File: src/rtl/uart_rx_fifo.sv
// UART receiver (configurable word length, optional parity) feeding a show-ahead
// receive FIFO with valid/ready output and one-cycle error/overrun pulses.
module uart_rx_fifo #(
  parameter int unsigned CLOCK_FREQ = 50000000,
  parameter int unsigned BAUD_RATE  = 115200,
  parameter int unsigned DATA_BITS  = 8,
  parameter int unsigned PARITY     = 0,
  parameter int unsigned FIFO_DEPTH = 4
) (
  input  logic                               clk,
  input  logic                               rst_n,
  input  logic                               uart_rx,
  output logic [DATA_BITS-1:0]               rx_data,
  output logic                               rx_valid,
  input  logic                               rx_ready,
  output logic                               frame_err,
  output logic                               parity_err,
  output logic                               overrun,
  output logic [$clog2(FIFO_DEPTH+1)-1:0]    fifo_count
);

  localparam int unsigned CLKS_PER_BIT = CLOCK_FREQ / BAUD_RATE;
  localparam int unsigned HALF_BIT     = CLKS_PER_BIT / 2;
  localparam int unsigned CNT_W        = $clog2(CLKS_PER_BIT);
  localparam int unsigned IDX_W        = $clog2(DATA_BITS);
  localparam int unsigned PTR_W        = $clog2(FIFO_DEPTH);
  localparam int unsigned FCNT_W       = $clog2(FIFO_DEPTH + 1);

  typedef enum logic [2:0] {IDLE, START, DATA, PAR, STOP} state_t;

  logic                 rx_meta, rxs, rxs_prev;
  state_t               state;
  logic [CNT_W-1:0]     cnt;
  logic [IDX_W-1:0]     idx;
  logic [DATA_BITS-1:0] shreg;
  logic                 par_bad;

  logic [DATA_BITS-1:0] mem [FIFO_DEPTH];
  logic [PTR_W-1:0]     wr_ptr, rd_ptr;

  logic                 bit_done_c, push_c, pop_c, full_c, wr_en_c;
  logic [PTR_W-1:0]     rd_next_c;
  logic [FCNT_W-1:0]    count_next_c;
  logic [DATA_BITS-1:0] head_next_c;

  // Two-flop synchroniser plus one history flop for edge detection; idle level is 1.
  always_ff @(posedge clk or negedge rst_n) begin
    if (!rst_n) begin
      rx_meta  <= 1'b1;
      rxs      <= 1'b1;
      rxs_prev <= 1'b1;
    end else begin
      rx_meta  <= uart_rx;
      rxs      <= rx_meta;
      rxs_prev <= rxs;
    end
  end

  assign bit_done_c = (cnt == CNT_W'(CLKS_PER_BIT - 1));

  // Frame receiver: samples mid-bit, counting from the detected falling edge.
  always_ff @(posedge clk or negedge rst_n) begin
    if (!rst_n) begin
      state      <= IDLE;
      cnt        <= '0;
      idx        <= '0;
      shreg      <= '0;
      par_bad    <= 1'b0;
      frame_err  <= 1'b0;
      parity_err <= 1'b0;
    end else begin
      frame_err  <= 1'b0;
      parity_err <= 1'b0;
      case (state)
        IDLE: begin
          if (!rxs && rxs_prev) begin
            state <= START;
            cnt   <= '0;
          end
        end
        START: begin
          if (cnt == CNT_W'(HALF_BIT - 1)) begin
            cnt <= '0;
            if (rxs) begin
              state <= IDLE;
            end else begin
              state   <= DATA;
              idx     <= '0;
              par_bad <= 1'b0;
            end
          end else begin
            cnt <= cnt + CNT_W'(1);
          end
        end
        DATA: begin
          if (bit_done_c) begin
            cnt        <= '0;
            shreg[idx] <= rxs;
            if (idx == IDX_W'(DATA_BITS - 1)) begin
              state <= (PARITY != 0) ? PAR : STOP;
            end else begin
              idx <= idx + IDX_W'(1);
            end
          end else begin
            cnt <= cnt + CNT_W'(1);
          end
        end
        PAR: begin
          if (bit_done_c) begin
            cnt     <= '0;
            state   <= STOP;
            // Odd mode expects total XOR of 1, even mode expects 0.
            par_bad <= ((^shreg) ^ rxs) != (PARITY == 1);
          end else begin
            cnt <= cnt + CNT_W'(1);
          end
        end
        STOP: begin
          if (bit_done_c) begin
            cnt   <= '0;
            state <= IDLE;
            if (!rxs) begin
              frame_err <= 1'b1;
            end else if (par_bad) begin
              parity_err <= 1'b1;
            end
          end else begin
            cnt <= cnt + CNT_W'(1);
          end
        end
        default: state <= IDLE;
      endcase
    end
  end

  // FIFO control; a full FIFO still accepts a push when a pop frees a slot that cycle.
  always_comb begin
    push_c       = (state == STOP) && bit_done_c && rxs && !par_bad;
    pop_c        = rx_valid && rx_ready;
    full_c       = (fifo_count == FCNT_W'(FIFO_DEPTH));
    wr_en_c      = push_c && (!full_c || pop_c);
    rd_next_c    = rd_ptr + PTR_W'(pop_c);
    count_next_c = fifo_count + FCNT_W'(wr_en_c) - FCNT_W'(pop_c);
    head_next_c  = (wr_en_c && (wr_ptr == rd_next_c)) ? shreg : mem[rd_next_c];
  end

  always_ff @(posedge clk) begin
    if (wr_en_c) begin
      mem[wr_ptr] <= shreg;
    end
  end

  // Registered show-ahead head: rx_data tracks the next-cycle head word, 0 when empty.
  always_ff @(posedge clk or negedge rst_n) begin
    if (!rst_n) begin
      wr_ptr     <= '0;
      rd_ptr     <= '0;
      fifo_count <= '0;
      rx_valid   <= 1'b0;
      rx_data    <= '0;
      overrun    <= 1'b0;
    end else begin
      overrun    <= push_c && full_c && !pop_c;
      if (wr_en_c) begin
        wr_ptr <= wr_ptr + PTR_W'(1);
      end
      rd_ptr     <= rd_next_c;
      fifo_count <= count_next_c;
      rx_valid   <= (count_next_c != '0);
      rx_data    <= (count_next_c != '0) ? head_next_c : '0;
    end
  end

endmodule

File: config.mk
export PLATFORM = sky130hd
export DESIGN_NAME = uart_rx_fifo
export DESIGN_NICKNAME = d
export VERILOG_FILES = /design/src/rtl/uart_rx_fifo.sv
export SDC_FILE = /design/constraint.sdc
export NUM_CORES = 1
export LEC_CHECK = 0
export BUFFER_PORTS_ARGS = -buffer_cell sky130_fd_sc_hd__buf_2
export CAP_MARGIN = 30
export CORE_ASPECT_RATIO = 1.1
export CORE_UTILIZATION = 45
export DETAILED_ROUTE_END_ITERATION = 7
export PLACE_DENSITY_LB_ADDON = 0.08
export SLEW_MARGIN = 10
export SYNTH_ARGS = -nofsm -noshare
export SYNTH_HDL_FRONTEND = slang
export SYNTH_SLANG_ARGS = --single-unit
File: constraint.sdc
create_clock -name clk -period 4.4 [get_ports clk]
set_input_delay 0.88 -clock clk [delete_from_list [all_inputs] [get_ports clk]]
set_output_delay 0.88 -clock clk [all_outputs]
set_load 0.005 [all_outputs]
==> metrics.md <==
| Metric | Value |
|---|---|
| Outcome | complete, no violations |
| Row count | 34 |
| Nets@finish | 325 |
| Post-CTS sizing | 0 |
| Slew @ Worst Pin | 0.697 ns |
| P&R area growth vs syn | 10.1% |
| Initial antenna violation count | 0 |
| Max Slew Vio Count | 0 |
| DR DRC count | 0 |
| ANT cells | 0 |
| Comb pwr share | 27.1% |
| Hold WC Path Type | flip-flop to flip-flop |
| Max-cap violations | 0 |
| Mapped Nets | 307 |
| Relative slew slack | 53.2% |
| #FFs+latches synth | 78 |
| Filler cells | 701 |
| Worst Setup EP | rx_data[5] |
| Later-pin clock latency in the skew report | 0.35 ns |
| PortBufs | 18 |
| Warnings from Yosys | 0 |
| Dpl hpwl | 5140 µm |
| DR vias/cell | 5.63 |
| Kind of critical path | flip-flop to flip-flop |
| Min-delay src | rx_meta |
| Via Count | 2371 |
| Total power | 2.03 mW |
| WL/cell | 17.6 µm |
| Netlist cell types | 60 |
| Vias in the first global route | 2490 |
| Core ar. | 8040 µm² |
| Setup Skew | 0.00986 ns |
| Sw Share | 34.8% |
| Aggregate global routing overflow | 0 |
| Worst endpoint required time | 4.61 ns |
| Launch point of the critical path | cnt[1] |
| Layout cells sized above 1 | 19.2% |
| Sequential share of the synthesized area | 55.9% |
| P per Cell Area | 486 nW/µm² |
| VDD IR max | 0.253 mV |
| Clock Power Share | 27.9% |
| Largest fanout on the critical path | 12 |
| Critical Path Source Type | flip-flop |
| Worst setup EP type | flip-flop |
| # IOs | 19 |
| Largest net degree at the start of global routing | 27 |
| Static leakage | 1.81 nW |
| Clock Pin Slew Worst Setup and Hold Paths | 0.09 ns |
| Asr flop ratio synth | 59.0% |
| Full die area | 8780 µm² |
| Max clock buf depth | 2 |
| H-tree lvl count | 3 |
| Global placer's final weighted congestion | 0.824 |
| Cell area after synthesis | 3780 µm² |
| Initial core utilization | 47.0% |
| Arr. time, crit path | 3.75 ns |
| Clk sinks | 78 |
| Iteration-0 DRC Markers | 170 |
| Min Tclk post-route | 3.55 ns |
| Sequential share of power | 45.1% |
| Net Sw Power | 0.706 mW |
| R2R Path Start | cnt[1] |
| Total GRT Usage | 19.2% |
| Final ANT Viol Nets | 0 |
| CTS tree | yes |
| Post-CTS Hold Fix Bufs | 0 |
| Reg2Reg Depth | 15 |
| P_int | 1.32 mW |
| RSZ-0062 raised after global routing | false |
| Router iterations before antenna repair | 5 |
| Most frequent cells in the layout | dfrtp_1 (43), edfxtp_1 (32), buf_2 (18) |
| R2R Setup Slk | 0.85 ns |
| Die height | 98.2 µm |
| Ys flop type | dfrtp_1 |
| Setup bufs post-CTS | 0 |
| Routed WL | 7410 µm |
| Cts bufs inserted | 9 |
| Setup TNS | 0 ns |
| R2r endpoint | rx_data[5] |
| Post-synth EDFFs | 32 |
| Synthesized area per cell | 13.0 µm² |
| Fmax | 0.282 GHz |
| Clock root buffer | clkbuf_8 |
| Post-Synthesis Cells | 290 |
| Final Hold Vio Count | 0 |
| First-pass GRT wire length | 12500 µm |
| Final setup fails | 0 |
| Die Wd | 89.4 µm |
| Final critical-path share of the clock period | 80.6% |
| Commonest non-fill, non-tap cell in the layout | dfrtp_1 |
## cells by family after synthesis
logic type | Yosys count | share of synthesized area, %
buf+inv | 31 | 3.80
fa+ha+maj | 13 | 4.50
mux | 20 | 8.27
xor+xnor | 15 | 4.40
simple gates | 83 | 13.2
compound gates | 50 | 9.92
flops | 78 | 55.9
## cell usage after synthesis, types with 9 or more instances
cell       n  area, µm²
dfrtp_1   43       1080
edfxtp_1  32        961
ha_1      12        150
inv_1     16       60.1
mux2_1     9        101
nand2_1   12       45.0
nand3_1   11       55.1
nand4_1   12       75.1
nor3_1    10       50.1
o31ai_1   10       75.1
xnor2_1   10       87.6
## state kept, by name (all words and copies together), names as in the netlist
| register | flops |
|---|---|
| cnt | 9 |
| fifo_count | 3 |
| frame_err | 1 |
| idx | 3 |
| mem | 32 |
| overrun | 1 |
| par_bad | 1 |
| parity_err | 1 |
| rd_ptr | 2 |
| rx_data | 8 |
| rx_meta | 1 |
| rx_valid | 1 |
| rxs | 1 |
| rxs_prev | 1 |
| shreg | 8 |
| state | 3 |
| wr_ptr | 2 |
## metal layers
metal,GRT usage (%),routed length [µm],vias to the layer above
li1,-,-,1120
met1,26.3,3380,1172
met2,29.3,3560,61
met3,3.04,274,18
met4,10.0,197,0
met5,0,0,-
## final cells by class
| cell class | count | area (µm²) | share of cell area, % |
|---|---|---|---|
| sequential | 78 | 2120 | 50.8 |
| multi-input combinational | 181 | 1520 | 36.6 |
| tap | 108 | 135 | 3.24 |
| timing repair buffer | 21 | 125 | 3.00 |
| clock buffer | 9 | 124 | 2.97 |
| clock inverter | 7 | 78.8 | 1.89 |
| inverter | 17 | 63.8 | 1.53 |
## power by group through the flow
stage | sequential [mW] | combinational, mW | clock [mW]
after floorplan | 0.879 | 0.475 | 0
after global placement | 0.928 | 0.542 | 0
after detailed placement | 0.925 | 0.552 | 0
after CTS | 0.912 | 0.557 | 0.574
after global routing | 0.927 | 0.606 | 0.613
final | 0.913 | 0.549 | 0.564
## stage by stage
stage,instances,utilization (%),instance area [µm²],setup slack (ns),hold WS [ns]
finish,421,51.8,4170,0.853,0.360
global route,421,51.8,4170,0.480,0.366
CTS,421,51.8,4170,0.818,0.362
detailed placement,405,49.3,3960,0.628,0.348
global placement,404,49.0,3940,0.774,0.347
floorplan,290,-,3780,1.06,0.345
## worst max-delay path, stage by stage, from the launching register on
cell and delay (ns):
dfrtp_1 0.41, inv_1 0.09, ha_1 0.21, and4b_1 0.34, nand3_1 0.10, buf_4 0.20
nor2_1 0.22, inv_1 0.07, ha_1 0.27, inv_1 0.04, ha_1 0.18, fa_1 0.38
xnor2_1 0.15, xnor2_1 0.15, nor3_2 0.47, a21oi_1 0.11
## how the worst min path moves through the flow
stage | endpoint | slack (ns) | cells after the start
finish | rxs | 0.36 | 0
global route | rxs | 0.37 | 0
CTS | rxs | 0.36 | 0
detailed placement | rxs | 0.35 | 0
global placement | rxs | 0.35 | 0
floorplan | rxs | 0.35 | 0
Power figures use the tool's default switching activity.
